## src/rtl/sqnxt_l1_to_l17.sv

```systemverilog
// sqnxt_l1_to_l17: self-starting ternary-weight 16-channel int8 core running layers 1..NUM_LAYERS.
// One output channel per clock, ping-ponging between two activation banks.
module sqnxt_l1_to_l17 #(
  parameter int NUM_LAYERS = 17,
  parameter int CH = 16
) (
  input  logic            clk,
  input  logic            rst,
  output logic [8*CH-1:0] out1_layer17,
  output logic [8*CH-1:0] out2_layer17
);
  typedef enum logic {RUN, DONE} state_t;
  localparam int CW = $clog2(CH);
  function automatic logic [8*CH-1:0] init_vec();
    logic [8*CH-1:0] v;
    for (int c = 0; c < CH; c++) v[8*c +: 8] = 8'(c + 1);
    return v;
  endfunction
  localparam logic [8*CH-1:0] X_INIT = init_vec();
  state_t            state_q, state_d;
  logic [4:0]        layer_q, layer_d;
  logic [CW-1:0]     ch_q, ch_d;
  logic              sel_q, sel_d;
  logic [8*CH-1:0]   a_q, a_d, b_q, b_d, out1_q, out1_d, out2_q, out2_d, rd, wr;
  logic signed [12:0] acc;
  logic [1:0]        w;
  logic [7:0]        y;
  always_comb begin
    rd = sel_q ? b_q : a_q;
    // w tracks (layer+ch+i) mod 3; weight is w-1
    w = 2'((6'(layer_q) + 6'(ch_q)) % 6'd3);
    acc = '0;
    for (int i = 0; i < CH; i++) begin
      acc = w == 2'd2 ? acc + 13'(rd[8*i +: 7]) : w == 2'd0 ? acc - 13'(rd[8*i +: 7]) : acc;
      w = w == 2'd2 ? 2'd0 : w + 2'd1;
    end
    y = acc < 13'sd0 ? 8'd0 : acc > 13'sd127 ? 8'd127 : acc[7:0];
    wr = sel_q ? a_q : b_q;
    wr[8*ch_q +: 8] = y;
    state_d = state_q;
    layer_d = layer_q;
    ch_d = ch_q;
    sel_d = sel_q;
    a_d = a_q;
    b_d = b_q;
    out1_d = out1_q;
    out2_d = out2_q;
    if (state_q == RUN) begin
      a_d = sel_q ? wr : a_q;
      b_d = sel_q ? b_q : wr;
      ch_d = ch_q + 1'b1;
      if (ch_q == CW'(CH - 1)) begin
        sel_d = ~sel_q;
        layer_d = layer_q + 5'd1;
        if (layer_q == 5'(NUM_LAYERS)) begin
          state_d = DONE;
          layer_d = layer_q;
          out1_d = wr;
          out2_d = rd;
        end
      end
    end
  end
  always_ff @(posedge clk or negedge rst) begin
    if (!rst) begin
      state_q <= RUN;
      layer_q <= 5'd1;
      ch_q    <= '0;
      sel_q   <= 1'b0;
      a_q     <= X_INIT;
      b_q     <= '0;
      out1_q  <= '0;
      out2_q  <= '0;
    end else begin
      state_q <= state_d;
      layer_q <= layer_d;
      ch_q    <= ch_d;
      sel_q   <= sel_d;
      a_q     <= a_d;
      b_q     <= b_d;
      out1_q  <= out1_d;
      out2_q  <= out2_d;
    end
  end
  assign out1_layer17 = out1_q;
  assign out2_layer17 = out2_q;
endmodule

```

## config.mk

```make
export PLATFORM = sky130hd
export DESIGN_NAME = sqnxt_l1_to_l17
export DESIGN_NICKNAME = d
export VERILOG_FILES = /design/src/rtl/sqnxt_l1_to_l17.sv
export SDC_FILE = /design/constraint.sdc
export NUM_CORES = 2
export LEC_CHECK = 0
export CELL_PAD_IN_SITES_DETAIL_PLACEMENT = 1
export CELL_PAD_IN_SITES_GLOBAL_PLACEMENT = 2
export CORE_ASPECT_RATIO = 0.7
export CORE_MARGIN = 4
export CORE_UTILIZATION = 41
export DETAILED_ROUTE_END_ITERATION = 12
export GPL_ROUTABILITY_DRIVEN = 1
export HOLD_SLACK_MARGIN = 0.03
export PLACE_DENSITY_LB_ADDON = 0.1
export SYNTH_ARGS = -nofsm -noshare
export SYNTH_HDL_FRONTEND = slang
export SYNTH_SLANG_ARGS = --single-unit
```

## constraint.sdc

```tcl
create_clock -name clk -period 60.1 [get_ports clk]
set_clock_uncertainty 0.2 [all_clocks]
set_input_delay 9.015 -clock clk [delete_from_list [all_inputs] [get_ports clk]]
set_output_delay 9.015 -clock clk [all_outputs]
set_load 0.05 [all_outputs]
```

Yosys cells after proc, flatten, opt, wreduce, memory -nomap -nowiden. Cells that the tools add are included.

Bits in registers: 523. Bits in latches: 0. Bits in writable memories: 0. Bits in read-only memories: 0. Bits of input ports: 2. Output and inout port bits: 256. Memories: 0.

$add $sub $neg: 50. $mul: 0. Div/mod/pow operators: 1. $lt $le $gt $ge: 2. Equality and inequality tests: 18. Shift operators: 2. Multiplexer cells: 55. Bitwise logic cells: 3. Reductions and logical operators: 21.

Operators by type and width (number): two-way mux 13 bit (32); two-way mux 128 bit (2); adder 13 x 7 -> 13 bit (15); subtractor 13 x 7 -> 13 bit (15); bitwise mux 128 bit (1); variable shift 8 x 34 -> 128 bit (first input constant) (1); variable part select 8 x 34 -> 128 bit (1); negation 7 -> 34 bit (1); == test 2 bit (second input constant) (16); zero test 2 bit (16); adder 2 x 1 -> 2 bit (second input constant) (15); two-way mux 2 bit (15); two-way mux 8 bit (2); greater-than comparator 13 x 8 -> 1 bit (second input constant) (1); less-than comparator 13 x 1 -> 1 bit (second input constant) (1); subtractor 1 x 7 -> 8 bit (first input constant) (1); adder 5 x 4 -> 6 bit (1); modulo 6 x 2 -> 6 bit (second input constant) (1); AND reduction 2 bit (3); AND reduction 3 bit (2); adder 5 x 1 -> 5 bit (second input constant) (1); == test 5 bit (second input constant) (1); adder 4 x 1 -> 4 bit (second input constant) (1); == test 4 bit (second input constant) (1); 2 further kinds (6).

Logic depth before layout (Yosys ltp).
Word-level depth: 55. Gate-level depth with buffers: 126.

Least setup slack after synthesis. Ideal clock, no wire load.

Path kind: register to register. Start point: register layer_q[0]. End point: register out1_q[11], in the netlist out1_layer17[11]. Library setup time: 0.120 ns. Arrival time: 22.877 ns. Path slack: 36.903 ns. Stages on the path, launching flop included: 116. Path buffers: 12. Cell sequence: dfstp_2 > ha_1 > inv_1 > fa_1 > inv_1 > a21oi_1 > o21bai_1 > xor2_1 > ha_1 > ha_1 > clkbuf_1 > nor4_1 > nor3_1 > nand2b_1 > o211a_1 > ha_1 > or4_4 > nor3_1 > [80 not listed] > ha_1 > a221o_1 > a22oi_1 > ha_1 > a21o_1 > nor4_1 > a31oi_1 > xnor2_1 > a21oi_1 > xnor2_1 > or4_1 > nand2_1 > xnor2_1 > or3_1 > buf_4 > buf_2 > or2_1 > a31o_1.

Longest elaborated chain between the ends: 55. Elaborated cells between the ends (all ways): 134. Those cells by class: add/sub (46); div (1); order compare (2); eq/ne (17); shift (1); mux (50); reduce/logical (17).

RTL lines: start, declared (line 21) `logic [4:0] layer_q, layer_d;`; start signal, assigned (line 76) `layer_q <= layer_d;`; adder 5 x 4 -> 6 bit (line 31) `w = 2'((6'(layer_q) + 6'(ch_q)) % 6'd3);`; modulo 6 x 2 -> 6 bit (line 31); zero test 2 bit (line 34) `acc = w == 2'd2 ? acc + 13'(rd[8*i +: 7]) : w == 2'd0 ? acc - 13'(rd[8*i +: 7]) : acc;`; two-way mux 13 bit (2 in series) (line 34); subtractor 13 x 7 -> 13 bit (line 34); two-way mux 13 bit (2 in series) (line 34); subtractor 13 x 7 -> 13 bit (line 34); two-way mux 13 bit (2 in series) (line 34); [33 not listed]; subtractor 13 x 7 -> 13 bit (line 34); two-way mux 13 bit (2 in series) (line 34); subtractor 13 x 7 -> 13 bit (line 34); two-way mux 13 bit (2 in series) (line 34); greater-than comparator 13 x 8 -> 1 bit (line 37) `y = acc < 13'sd0 ? 8'd0 : acc > 13'sd127 ? 8'd127 : acc[7:0];`; two-way mux 8 bit (2 in series) (line 37); variable part select 8 x 34 -> 128 bit (line 39) `wr[8*ch_q +: 8] = y;`; bitwise mux 128 bit (line 39); end signal, assigned (line 81) `out1_q <= out1_d;`; end, declared (line 24) `logic [8*CH-1:0] a_q, a_d, b_q, b_d, out1_q, out1_d, out2_q, out2_d, rd, wr;`.

Several ways; a longest one is shown, not always the timed one. A chain may end at the register's enable or synchronous reset.

Worst setup path in the final report.
Start point: register ch_q[3]. End point: register a_q[29].

Longest elaborated chain between the ends: 55. Elaborated cells between the ends (all ways): 134. Those cells by class: add/sub (47); div (1); order compare (2); eq/ne (16); shift (2); mux (50); reduce/logical (16).

RTL lines: start, declared (line 22) `logic [CW-1:0] ch_q, ch_d;`; start signal, assigned (line 77) `ch_q <= ch_d;`; adder 5 x 4 -> 6 bit (line 31); modulo 6 x 2 -> 6 bit (line 31); zero test 2 bit (line 34); two-way mux 13 bit (2 in series) (line 34); subtractor 13 x 7 -> 13 bit (line 34); two-way mux 13 bit (2 in series) (line 34); subtractor 13 x 7 -> 13 bit (line 34); two-way mux 13 bit (2 in series) (line 34); [33 not listed]; subtractor 13 x 7 -> 13 bit (line 34); two-way mux 13 bit (2 in series) (line 34); subtractor 13 x 7 -> 13 bit (line 34); two-way mux 13 bit (2 in series) (line 34); greater-than comparator 13 x 8 -> 1 bit (line 37); two-way mux 8 bit (2 in series) (line 37); variable part select 8 x 34 -> 128 bit (line 39); bitwise mux 128 bit * (line 39); end signal, assigned (line 70) `a_q <= X_INIT;`; end signal, assigned (line 79) `a_q <= a_d;`; end, declared (line 24).

Mark *: on every way between the ends. The rest lies on a longest branch, timed or not.

==> results.sh <==
export IMPL_met3WireLength_um=8420
export IMPL_synth_seq_area_share_pct=34.7
export IMPL_final_seq_area_mm2=0.0131
export IMPL_finish_net_count=4716
export IMPL_ys_dominant_reg_cell="sky130_fd_sc_hd__dfrtp_1"
export IMPL_cts_root_buffer_cell="sky130_fd_sc_hd__clkbuf_16"
export IMPL_placeableCoreArea_mm2=0.0907
export IMPL_grtUsageTotal_pct=28.9
export IMPL_post_cts_buffers=0
export IMPL_port_buffer_count=257
export IMPL_grt_max_degree=229
export IMPL_maximum_number_of_buffers_from_clock_root_to_sink=3
export IMPL_cts_htree_levels=2
export IMPL_detail_route_wirelength_um=142000
export IMPL_drc_errors=0
export IMPL_m1WireLength_um=68000
export IMPL_hold_path_class="flip-flop to flip-flop"
export IMPL_first_iter_violations=2424
export IMPL_synth_edf_count=0
export IMPL_clock_sinks=523
export IMPL_design_portCount=258
export IMPL_cts_buffers_inserted=55
export IMPL_min_period_over_period_pct=43.7
export IMPL_cpMaxStageDelayCell="sky130_fd_sc_hd__or4_4"
export IMPL_die_area_mm2=0.0972
export IMPL_cts_hold_buffers_added=0
export IMPL_floorplan_initialDensity_pct=41.7
export IMPL_multi_input_area_mm2=0.0228
export IMPL_yosysWarnings=0
export IMPL_die_width_um=371
export IMPL_final_gp_congestion=0.887
export IMPL_vias_in_the_first_global_route=33700
export IMPL_final_critical_delay_including_setup_and_external_delays_ns=26.29
export IMPL_crit_path_end_kind="flip-flop"
export IMPL_antenna_violations_before_repair=17
export IMPL_p_leak_nw=20.4
export IMPL_clk_pin_slew_worst_paths_ns=0.07
export IMPL_cpMostUsedCell="sky130_fd_sc_hd__ha_1"
export IMPL_worst_skew_pair_latency_ns=0.65
export IMPL_route_antenna_remaining_nets=0
export IMPL_dr_pass1_iters=5
export IMPL_outcome="finished, final reports clean"
export IMPL_worst_endpoint_required_ns=60.37
export IMPL_pwrdens_mw_per_mm2=16.6
export IMPL_drive_gt1_share_pct=7.71
export IMPL_final_count_of_negative_setup_slack_endpoints=0
export IMPL_critical_path_class="flip-flop to flip-flop"
export IMPL_grt_pass1_wl_um=216000
export IMPL_asyncSetResetFlopFracSynth_pct=100
export IMPL_netlist_cell_type_count=109
export IMPL_area_delta_synth_final_pct=15.0
export IMPL_worst_path_largest_cell_delay_ns=0.58
export IMPL_max_freq_mhz=38.0
export IMPL_grt_overflow_total=0
export IMPL_max_slew_worst_pin_slew_ns=1.31
export IMPL_synthesis_instances=4352
export IMPL_synth_seq_cells=523
export IMPL_routed_wire_length_per_instance_um=24.8
export IMPL_crit_path_max_fanout=43
export IMPL_maxCapViolCount=0
export IMPL_fillers=10600
export IMPL_finalMaxSlewViolations=0
export IMPL_finalHoldWorstSlack_ns=0.274
export IMPL_synth_nets=4615
export IMPL_avgSynthCellArea_um2=8.69
export IMPL_tritoncts_clock_tree="yes"
export IMPL_route_detailed_vias_per_inst=5.83
export IMPL_netlist_area_mm2=0.0378
export IMPL_grt_setup_unrepaired="false"
export IMPL_critPathLaunchType="flip-flop"
export IMPL_via_count=33400
export IMPL_finalPower_mw=0.723
export IMPL_worstPathArrival_ns=26.56
export IMPL_fp_dieH_um=262
export IMPL_cts_repair_resize_count=0
export IMPL_core_rowCount=92
export IMPL_headroom_to_the_max_slew_limit_pct=12.8
export IMPL_finalHoldViolations=0
export IMPL_highest_signal_layer="met5"
export IMPL_final_setup_tns_ns=0
export IMPL_peakVddDrop_mv=0.0218
export IMPL_sum_of_net_half_perimeters_after_detailed_placement_um=104000
export IMPL_routed_wl_met2_um=62500
## cells in the final DEF (no fill, tap or decap), types with 34 or more instances in the layout
cell,count
sky130_fd_sc_hd__nand2_1,574
sky130_fd_sc_hd__dfrtp_1,488
sky130_fd_sc_hd__nor2_1,285
sky130_fd_sc_hd__a21oi_1,281
sky130_fd_sc_hd__o21ai_0,274
sky130_fd_sc_hd__clkdlybuf4s50_1,256
sky130_fd_sc_hd__o31ai_1,255
sky130_fd_sc_hd__mux2i_1,252
sky130_fd_sc_hd__ha_1,230
sky130_fd_sc_hd__inv_1,219
sky130_fd_sc_hd__nor3_1,126
sky130_fd_sc_hd__xnor2_1,106
sky130_fd_sc_hd__buf_4,93
sky130_fd_sc_hd__a21o_1,66
sky130_fd_sc_hd__xor2_1,58
sky130_fd_sc_hd__o21bai_1,58
sky130_fd_sc_hd__clkbuf_16,56
sky130_fd_sc_hd__and2_1,50
sky130_fd_sc_hd__o22ai_1,50
sky130_fd_sc_hd__mux2_2,41
sky130_fd_sc_hd__o21ai_1,39
sky130_fd_sc_hd__nor2b_1,36
sky130_fd_sc_hd__nand3_1,34
sky130_fd_sc_hd__dfstp_2,34
## sequential cells by signal (all words and copies together), names as in the netlist
signal / flops
a_q: 128
b_q: 128
ch_q: 4
layer_q: 5
out1_layer17: 128
out2_layer17: 128
sel_q: 1
state_q: 1
## path summary, 6_finish.rpt
path	from	endpoint	slack (ns)	cells past startpoint
max reg2reg	ch_q[3]	a_q[29]	33.81	103
min in group asynchronous	rst	out1_layer17[2]	8.18	1
max	ch_q[3]	a_q[29]	33.81	103
max in group asynchronous	rst	out1_layer17[109]	48.54	4
min reg2reg	out2_layer17[101]	out2_layer17[101]	0.27	2
min	out2_layer17[101]	out2_layer17[101]	0.27	2
## Yosys cell counts, types with 59 or more instances
library cell / number / area, um^2
sky130_fd_sc_hd__o31ai_1: 255 / 1910
sky130_fd_sc_hd__nor3_1: 126 / 631
sky130_fd_sc_hd__dfrtp_1: 489 / 12200
sky130_fd_sc_hd__mux2i_1: 254 / 2540
sky130_fd_sc_hd__a21o_1: 66 / 495
sky130_fd_sc_hd__nor2_1: 291 / 1090
sky130_fd_sc_hd__clkbuf_1: 203 / 762
sky130_fd_sc_hd__inv_1: 219 / 822
sky130_fd_sc_hd__xnor2_1: 108 / 946
sky130_fd_sc_hd__xor2_1: 59 / 517
sky130_fd_sc_hd__ha_1: 230 / 2880
sky130_fd_sc_hd__nand2_1: 577 / 2170
sky130_fd_sc_hd__o21ai_0: 274 / 1370
sky130_fd_sc_hd__a21oi_1: 281 / 1410
## through the flow
step | utilization [%] | cell area [um^2] | setup WS, ns | instances
6_report | 47.9 | 43500 | 33.81 | 5726
5_1_grt | 47.9 | 43500 | 31.71 | 5722
4_1_cts | 47.9 | 43500 | 33.90 | 5722
3_5_place_dp | 45.8 | 41600 | 34.01 | 5618
3_3_place_gp | 45.8 | 41600 | 34.66 | 5618
2_1_floorplan | - | 37800 | 36.90 | 4352
## power breakdown
part | internal (mW) | switching (mW) | total [mW]
clock network | 0.207 | 0.157 | 0.364
logic | 0.000376 | 0.00712 | 0.00751
registers | 0.352 | 0 | 0.352
## logic make-up (layout without fill, tap and decap cells)
| group | Yosys count | count (layout) | synth area share, % |
|---|---|---|---|
| AO/OA/AOI/OAI | 1278 | 1278 | 22.2 |
| buffers and inverters | 527 | 675 | 5.55 |
| multiplexers | 299 | 299 | 8.11 |
| flip-flops | 523 | 523 | 34.7 |
| adder cells (fa/ha/maj) | 261 | 261 | 9.25 |
| other | 0 | 4 | 0 |
| AND/OR/NAND/NOR | 1276 | 1276 | 15.1 |
| XOR/XNOR | 188 | 188 | 5.02 |
## cell type report
type	count	area share, %
multi-input combinational	3302	52.4
antenna	4	0.0230
clock buffer	80	3.66
sequential	523	30.2
timing repair buffer	351	7.58
clock inverter	24	0.697
inverter	220	1.90
tap	1222	3.52
## layer usage
layer / up-vias / GRT usage (%)
li1: 15600 / -
met1: 16800 / 41.8
met2: 789 / 45.1
met3: 146 / 5.00
met4: 4 / 6.62
met5: - / 0
## critical path: cells and delay by family, from the launching register on
family | cells | cell delay (ns)
and+or+nand+nor | 32 | 7.65
adders and majority gates | 19 | 7.52
AOI/OAI and AO/OA | 36 | 6.97
buffers and inverters | 10 | 1.98
xor gates and xnor gates | 6 | 1.27
DFF | 1 | 0.46
No activity file was read; power rests on OpenSTA's default activity.
